==> src/rtl/cpu_pkg.sv <==
// Shared CPU types and constants: fetch FSM states, default fetch/ISR
// addresses, instruction width and the PC increment helper.
package cpu_pkg;

  localparam int INSTR_W = 32;
  localparam int XLEN    = 32;

  localparam logic [XLEN-1:0] DEF_RESET_PC   = 32'h0000_0000;
  localparam logic [XLEN-1:0] DEF_INT_VECTOR = 32'h0000_0100;

  // RUN: normal fetch. TAKE: PC points at the ISR vector and the next
  // unstalled fetch is the first ISR instruction. ISR: interrupts masked
  // until return-from-interrupt.
  typedef enum logic [1:0] {
    RUN  = 2'd0,
    TAKE = 2'd1,
    ISR  = 2'd2
  } fetch_state_t;

  // Sequential next-fetch address; wraps naturally at 32 bits.
  function automatic logic [XLEN-1:0] pc_inc(input logic [XLEN-1:0] pc);
    return pc + 32'd4;
  endfunction

endpackage

==> src/rtl/irq_ctrl.sv <==
// Interrupt entry/exit controller for the fetch stage: RUN/TAKE/ISR FSM
// plus the saved return address (epc). Compiled only with IF_STAGE_INT_EN.
module irq_ctrl
  import cpu_pkg::*;
(
  input  logic            clk,
  input  logic            rst_n,
  input  logic            i_stall,
  input  logic            i_branch_sel,
  input  logic            i_irq,
  input  logic            i_returni,
  input  logic [XLEN-1:0] i_pc,
  output logic            o_take,
  output logic            o_tag,
  output logic [XLEN-1:0] o_epc,
  output fetch_state_t    o_state
);

  fetch_state_t    r_state;
  fetch_state_t    w_state_nxt;
  logic [XLEN-1:0] r_epc;
  logic            r_retake;
  logic            w_retake_nxt;
  logic            w_take;
  logic            w_tag;

  // Next-state and take/tag decode. o_take redirects the PC to the vector
  // and squashes the fetch issued this cycle; o_tag marks the fetch issued
  // this cycle as the first ISR instruction. A branch seen in TAKE moves
  // the PC away from the vector, so r_retake forces one more redirect.
  always_comb begin
    w_state_nxt  = r_state;
    w_retake_nxt = r_retake;
    w_take       = 1'b0;
    w_tag        = 1'b0;
    case (r_state)
      RUN: begin
        if (!i_stall && !i_branch_sel && i_irq) begin
          w_take      = 1'b1;
          w_state_nxt = TAKE;
        end
      end
      TAKE: begin
        if (!i_stall) begin
          if (i_branch_sel) begin
            w_retake_nxt = 1'b1;
          end else if (r_retake) begin
            w_take       = 1'b1;
            w_retake_nxt = 1'b0;
          end else begin
            w_tag       = 1'b1;
            w_state_nxt = ISR;
          end
        end
      end
      ISR: begin
        if (!i_stall && i_returni) begin
          w_state_nxt = RUN;
        end
      end
      default: begin
        w_state_nxt  = RUN;
        w_retake_nxt = 1'b0;
      end
    endcase
  end

  // State, retake flag and epc registers; epc captures the PC being
  // abandoned whenever the vector redirect happens.
  always_ff @(posedge clk or negedge rst_n) begin
    if (!rst_n) begin
      r_state  <= RUN;
      r_retake <= 1'b0;
      r_epc    <= '0;
    end else begin
      r_state  <= w_state_nxt;
      r_retake <= w_retake_nxt;
      if (w_take) begin
        r_epc <= i_pc;
      end
    end
  end

  assign o_take  = w_take;
  assign o_tag   = w_tag;
  assign o_epc   = r_epc;
  assign o_state = r_state;

endmodule

==> src/rtl/if_stage.sv <==
// Instruction-fetch stage: PC register, synchronous instruction-memory
// drive and IF_ID outputs, with branch redirect and stall handling.
// Optional feature macro: IF_STAGE_INT_EN enables interrupt entry via
// irq_ctrl; without it irq/returni are ignored and interrupt is tied 0.
//
// IF_ID handshake: valid=1 means instr/pc_plus_4/interrupt describe a real
// fetched instruction; valid=0 is a bubble (instr forced to 0). There is no
// ready; the hazard unit holds everything with stall=1, during which no
// output changes and the memory read is disabled.
module if_stage
  import cpu_pkg::*;
#(
  parameter logic [XLEN-1:0] RESET_PC   = DEF_RESET_PC,
  parameter logic [XLEN-1:0] INT_VECTOR = DEF_INT_VECTOR
) (
  input  logic               clk,
  input  logic               rst_n,
  input  logic               stall,
  input  logic               branch_sel,
  input  logic [XLEN-1:0]    branch_pc,
  input  logic               returni,
  input  logic               irq,
  output logic [XLEN-1:0]    imem_addr,
  output logic               imem_en,
  input  logic [INSTR_W-1:0] imem_rdata,
  output logic [INSTR_W-1:0] instr,
  output logic [XLEN-1:0]    pc_plus_4,
  output logic               interrupt,
  output logic               valid
);

  logic [XLEN-1:0] r_pc;
  logic [XLEN-1:0] r_pc_plus_4;
  logic            r_interrupt;
  logic            r_valid;

  logic [XLEN-1:0] w_pc_inc;
  logic [XLEN-1:0] w_pc_nxt;
  logic [XLEN-1:0] w_link;
  logic            w_take;
  logic            w_tag;

  assign w_pc_inc = pc_inc(r_pc);

`ifdef IF_STAGE_INT_EN
  logic [XLEN-1:0] w_epc;
  fetch_state_t    w_dbg_state_unused;

  irq_ctrl u_irq_ctrl (
    .clk          (clk),
    .rst_n        (rst_n),
    .i_stall      (stall),
    .i_branch_sel (branch_sel),
    .i_irq        (irq),
    .i_returni    (returni),
    .i_pc         (r_pc),
    .o_take       (w_take),
    .o_tag        (w_tag),
    .o_epc        (w_epc),
    .o_state      (w_dbg_state_unused)
  );

  // The first ISR instruction carries the interrupted PC as its link.
  assign w_link = w_tag ? w_epc : w_pc_inc;
`else
  logic w_unused_int;

  assign w_take       = 1'b0;
  assign w_tag        = 1'b0;
  assign w_link       = w_pc_inc;
  assign w_unused_int = irq ^ returni;
`endif

  // Next-PC select: branch beats interrupt redirect beats sequential.
  always_comb begin
    w_pc_nxt = r_pc;
    if (!stall) begin
      if (branch_sel) begin
        w_pc_nxt = branch_pc;
      end else if (w_take) begin
        w_pc_nxt = INT_VECTOR;
      end else begin
        w_pc_nxt = w_pc_inc;
      end
    end
  end

  // PC and IF_ID side registers; they tag the address issued this cycle,
  // whose instruction word arrives from memory alongside them.
  always_ff @(posedge clk or negedge rst_n) begin
    if (!rst_n) begin
      r_pc        <= RESET_PC;
      r_pc_plus_4 <= '0;
      r_interrupt <= 1'b0;
      r_valid     <= 1'b0;
    end else if (!stall) begin
      r_pc        <= w_pc_nxt;
      r_pc_plus_4 <= w_link;
      r_interrupt <= w_tag;
      r_valid     <= !(branch_sel || w_take);
    end
  end

  assign imem_addr = r_pc;
  assign imem_en   = !stall;
  assign instr     = r_valid ? imem_rdata : '0;
  assign pc_plus_4 = r_pc_plus_4;
  assign interrupt = r_interrupt;
  assign valid     = r_valid;

endmodule

==> config.mk <==
export PLATFORM = sky130hd
export DESIGN_NAME = if_stage
export DESIGN_NICKNAME = d
export VERILOG_FILES = /design/src/rtl/cpu_pkg.sv /design/src/rtl/irq_ctrl.sv /design/src/rtl/if_stage.sv
export SDC_FILE = /design/constraint.sdc
export NUM_CORES = 1
export LEC_CHECK = 0
export BUFFER_PORTS_ARGS = -buffer_cell sky130_fd_sc_hd__buf_2
export CAP_MARGIN = 20
export CORE_MARGIN = 2
export CORE_UTILIZATION = 49
export CTS_CLUSTER_SIZE = 8
export DETAILED_ROUTE_END_ITERATION = 8
export HOLD_SLACK_MARGIN = 0.15
export PLACE_DENSITY = 0.82
export SKIP_LAST_GASP = 1
export SLEW_MARGIN = 5
export SYNTH_ARGS = -nofsm -noshare
export SYNTH_HDL_FRONTEND = slang
export SYNTH_SLANG_ARGS = --single-unit
==> constraint.sdc <==
create_clock -name clk -period 2.7 [get_ports clk]
set_input_delay 0.27 -clock clk [delete_from_list [all_inputs] [get_ports clk]]
set_output_delay 0.27 -clock clk [all_outputs]
set_load 0.01 [all_outputs]
==> results.txt <==
- Dividing the final minimum period by the clock period gives 0.824.
* Slowest cell on the critical path: or4_4
- For this run, the share of the core covered by cells in the final layout is 0.611.
* Worst hold path class: primary input to flop
* Overall fraction of global-route tracks in use: 0.250
- Entering global routing, the biggest net connects 66 pins.
- After detailed routing, the total wire length is 11400 um.
* Post-detailed-route via-to-cell ratio: 5.92
- Fill cells in the final layout number 741.
- I/O pins: 169
- The first routing iteration left 423 violations.
- In the final layout, the multi-input gates occupy 0.00205 mm^2.
- Nature of the critical path startpoint: flop
* Category of the critical setup timing path: flop to flop
- Number of CTS-inserted buffers: 9
- The worst hold path passes through 2 cells.
- Post-placement setup slack: 0.512 ns
* Sequential share of the synthesized area: 0.404
- The area growth from synthesis to layout is 23.0%.
- Setup repair after global routing missed its margin: false
- The pre-antenna-repair detailed-routing pass consisted of 5 iterations.
* Count of synthesis-stage warnings from yosys: 0
* Synthesized instance count: 442
- The number of global-route vias before repair is 3686.
- For the worst setup path, the data required time is 2.96 ns.
- The startpoint identified for the worst register-to-register timing path is imem_addr[4].
- Buffers placed on the I/O ports in this run total 165.
- At the end of routability-driven placement, the weighted congestion stood at 0.842.
* Largest clock skew in the final design: 0.0119 ns
- The worst hold path begins at branch_pc[1].
- The signal on the critical path passes through nand3_2 > or4_4 > or3_2 > a31oi_1.
- Flip-flop and latch count after synthesis: 65
- After synthesis the cells add up to 0.00402 mm^2.
- Along the worst path, the maximum fanout reaches 28.
- Ys flop type: dfrtp_1
- The floorplan step defined a core boundary enclosing 0.00809 mm^2.
- Clock root buffer: clkbuf_8
- The average instance in the mapped netlist occupies 9.10 um^2.
- For this run, asynchronously set or reset flops after synthesis account for 1.00.
- The floorplan step set the die height to 94.6 um.
* Post-layout nets: 656
* Setup slack, reg-to-reg: 0.47 ns
- In the final layout, flip-flops and latches occupy 0.00163 mm^2.
* Clock sinks: 65
* Final setup violation count: 0
* Aggregate negative setup slack: 0 ns
- Status: finished clean
- Cell Rows: 33
* Worst vdd ir: 0.397 mV
- Category of the worst setup path capture point: flop
- In the final routed layout, each cell accounts on average for 16.3 um.
- Achievable frequency: 449 MHz
- Fin. max-slew vios: 0
- Post-Syn Nets: 513
- The count of nets left with antenna violations once routing finished came out at 0.
- The repair_antennas step left the layout with diodes totalling 0.
- Measured along the x axis, the die boundary spans 94.6 um.
* Global-route wire length before repair: 17600 um
- Counting distinct cell types in the post-synthesis netlist gives 55.
- Critical path's largest stage delay: 0.73 ns
* Leakage power figure: 2.17 nW
* Detailed Place HPWL: 8100 um
- Clock latency reported for the late side of the worst-skew pair: 0.34 ns
- CTS tree: yes
- Number of H-tree levels: 3
- Clock-pin slew was measured on the worst setup and hold paths at 0.07 ns.
* Rel. slew slack: 0.313
- Count of max-cap constraint violations: 0
- Residual DRC: 0
- For this configuration, the core starts out at a cell density of 0.497.
- Power density over the cells: 591 mW/mm^2
- Max Root-Sink Buffers: 2
- The initial antenna violation count was 0.
* Hold Path Sink: imem_addr[1]
- In the post-route analysis, the smallest setup slack over all paths is 0.475 ns.
- The floorplan step defined a die boundary enclosing 0.00895 mm^2.
- Min cycle time layout: 2.23 ns
- Worst Reg-to-Reg Cells: 4
- At the worst endpoint, the arrival time is 2.48 ns.
- The number of failing hold endpoints at the final stage came to 0.
- Total number of vias: 4112
- In this run the critical register-to-register path is captured at pc_plus_4[23].
* Layout cell share with drive strength beyond 1: 0.344
* Count of flip-flops with a built-in enable after synthesis: 0
- Slew at the pin closest to its max-slew limit: 1.03 ns
- In this run the post-CTS setup repair buffer count came out at 0.
- Summed over all layers, the global routing overflow is 0.
[critical path: cells and delay by family (launching register included)]
kind / cells / cell delay, ns
AOI/OAI and AO/OA: 1 / 0.18
DFF: 1 / 0.53
and+or+nand+nor: 3 / 1.43
[timing repair]
action,4_1_cts,5_1_grt
endpoints found under the hold margin,65,0
gates resized for setup,0,0
hold buffers,1,0
[layout by cell type, fill, tap and decap left out, drive strengths merged, types with 2 or more instances in the layout]
cell type  count
a221o          2
o211ai        15
nand3b         3
xnor2          8
nand4         13
a21oi         12
nor3           6
or4           19
xor2           3
buf          175
or2            2
and3           2
a22oi         21
a31oi         15
o21ai         37
nand2         30
nor4           7
o22ai          2
and2          35
or3           13
nand3         22
inv            8
o2bb2ai        2
o31ai          2
mux2           5
dfrtp         65
mux2i          2
o311ai         7
clkbuf        13
and4           3
clkinv         2
nor2b          2
nor2          24
[cell type report]
cell class / count / share of cell area
inverter: 8 / 0.00607
sequential: 65 / 0.329
clock buffer: 13 / 0.0301
multi-input combinational: 325 / 0.414
timing repair buffer: 176 / 0.187
tap: 105 / 0.0266
clock inverter: 3 / 0.00810
[worst max-delay path by stage]
stage | from | slack, ns | depth (start not counted) | endpoint
after floorplan | imem_addr[14] | 0.66 | 6 | pc_plus_4[25]
after global placement | imem_addr[7] | 0.56 | 4 | pc_plus_4[25]
after detailed placement | imem_addr[2] | 0.51 | 6 | pc_plus_4[22]
after CTS | imem_addr[2] | 0.49 | 6 | pc_plus_4[22]
after global routing | imem_addr[2] | 0.30 | 6 | imem_addr[22]
final | imem_addr[4] | 0.47 | 4 | pc_plus_4[23]
[kinds of logic after synthesis]
logic type	share of synthesized area
simple gates	0.263
buf+inv	0.0871
other cells	0.000932
mux	0.0190
flops	0.404
fa+ha+maj	0.00311
xor+xnor	0.0240
compound gates	0.198
[registers in the layout, indices dropped and copies added (netlist names)]
name and count:
imem_addr 32, pc_plus_4 32, valid 1
[stage by stage]
step           hold WS [ns]  power, W  instance area [um^2]  instances
2_1_floorplan       -0.0256   0.00182                  4020        442
3_3_place_gp          0.312   0.00209                  4750        678
3_5_place_dp          0.313   0.00213                  4750        678
4_1_cts               0.161   0.00294                  4950        695
5_1_grt               0.173   0.00310                  4950        695
6_report              0.169   0.00292                  4950        695
[metal layers]
layer / global-route usage / vias to the layer above / wire length, um
met5: 0 / - / 0
met4: 0.107 / 0 / 261
met3: 0.0335 / 22 / 856
met2: 0.431 / 218 / 5770
met1: 0.315 / 1941 / 4470
li1: - / 1931 / -
[synthesized netlist by cell type, types with 2 or more instances]
master / number / area, um^2
clkbuf_2: 3 / 15.0
buf_4: 7 / 52.6
nand4_1: 10 / 62.6
xnor2_1: 8 / 70.1
dfrtp_1: 65 / 1630
nor3_1: 6 / 30.0
nor2_1: 24 / 90.1
buf_1: 2 / 7.51
buf_6: 5 / 56.3
o2bb2ai_1: 2 / 17.5
clkbuf_1: 22 / 82.6
o211ai_1: 15 / 113
and4_1: 2 / 17.5
and2_1: 35 / 219
or3_2: 2 / 15.0
a21oi_1: 12 / 60.1
nand4_4: 2 / 42.5
a22oi_1: 21 / 158
nor2b_1: 2 / 12.5
o311ai_0: 7 / 61.3
clkbuf_8: 3 / 41.3
or4_1: 18 / 135
o31ai_1: 2 / 15.0
nor4_1: 7 / 43.8
o21ai_0: 37 / 185
nand3b_1: 3 / 22.5
bufbuf_16: 2 / 65.1
inv_1: 8 / 30.0
nand3_1: 21 / 105
a31oi_1: 15 / 93.8
a221o_1: 2 / 20.0
o22ai_1: 2 / 12.5
and3_1: 2 / 12.5
mux2i_1: 2 / 20.0
nand2_1: 30 / 113
or3_1: 11 / 68.8
mux2_2: 5 / 56.3
xor2_1: 3 / 26.3
[power by group]
group	internal, W	switching [W]
clock network	0.000450	0.000365
logic	0.000353	0.000419
registers	0.00113	0.000211
Note: power is estimated with default switching activity, not from simulation.
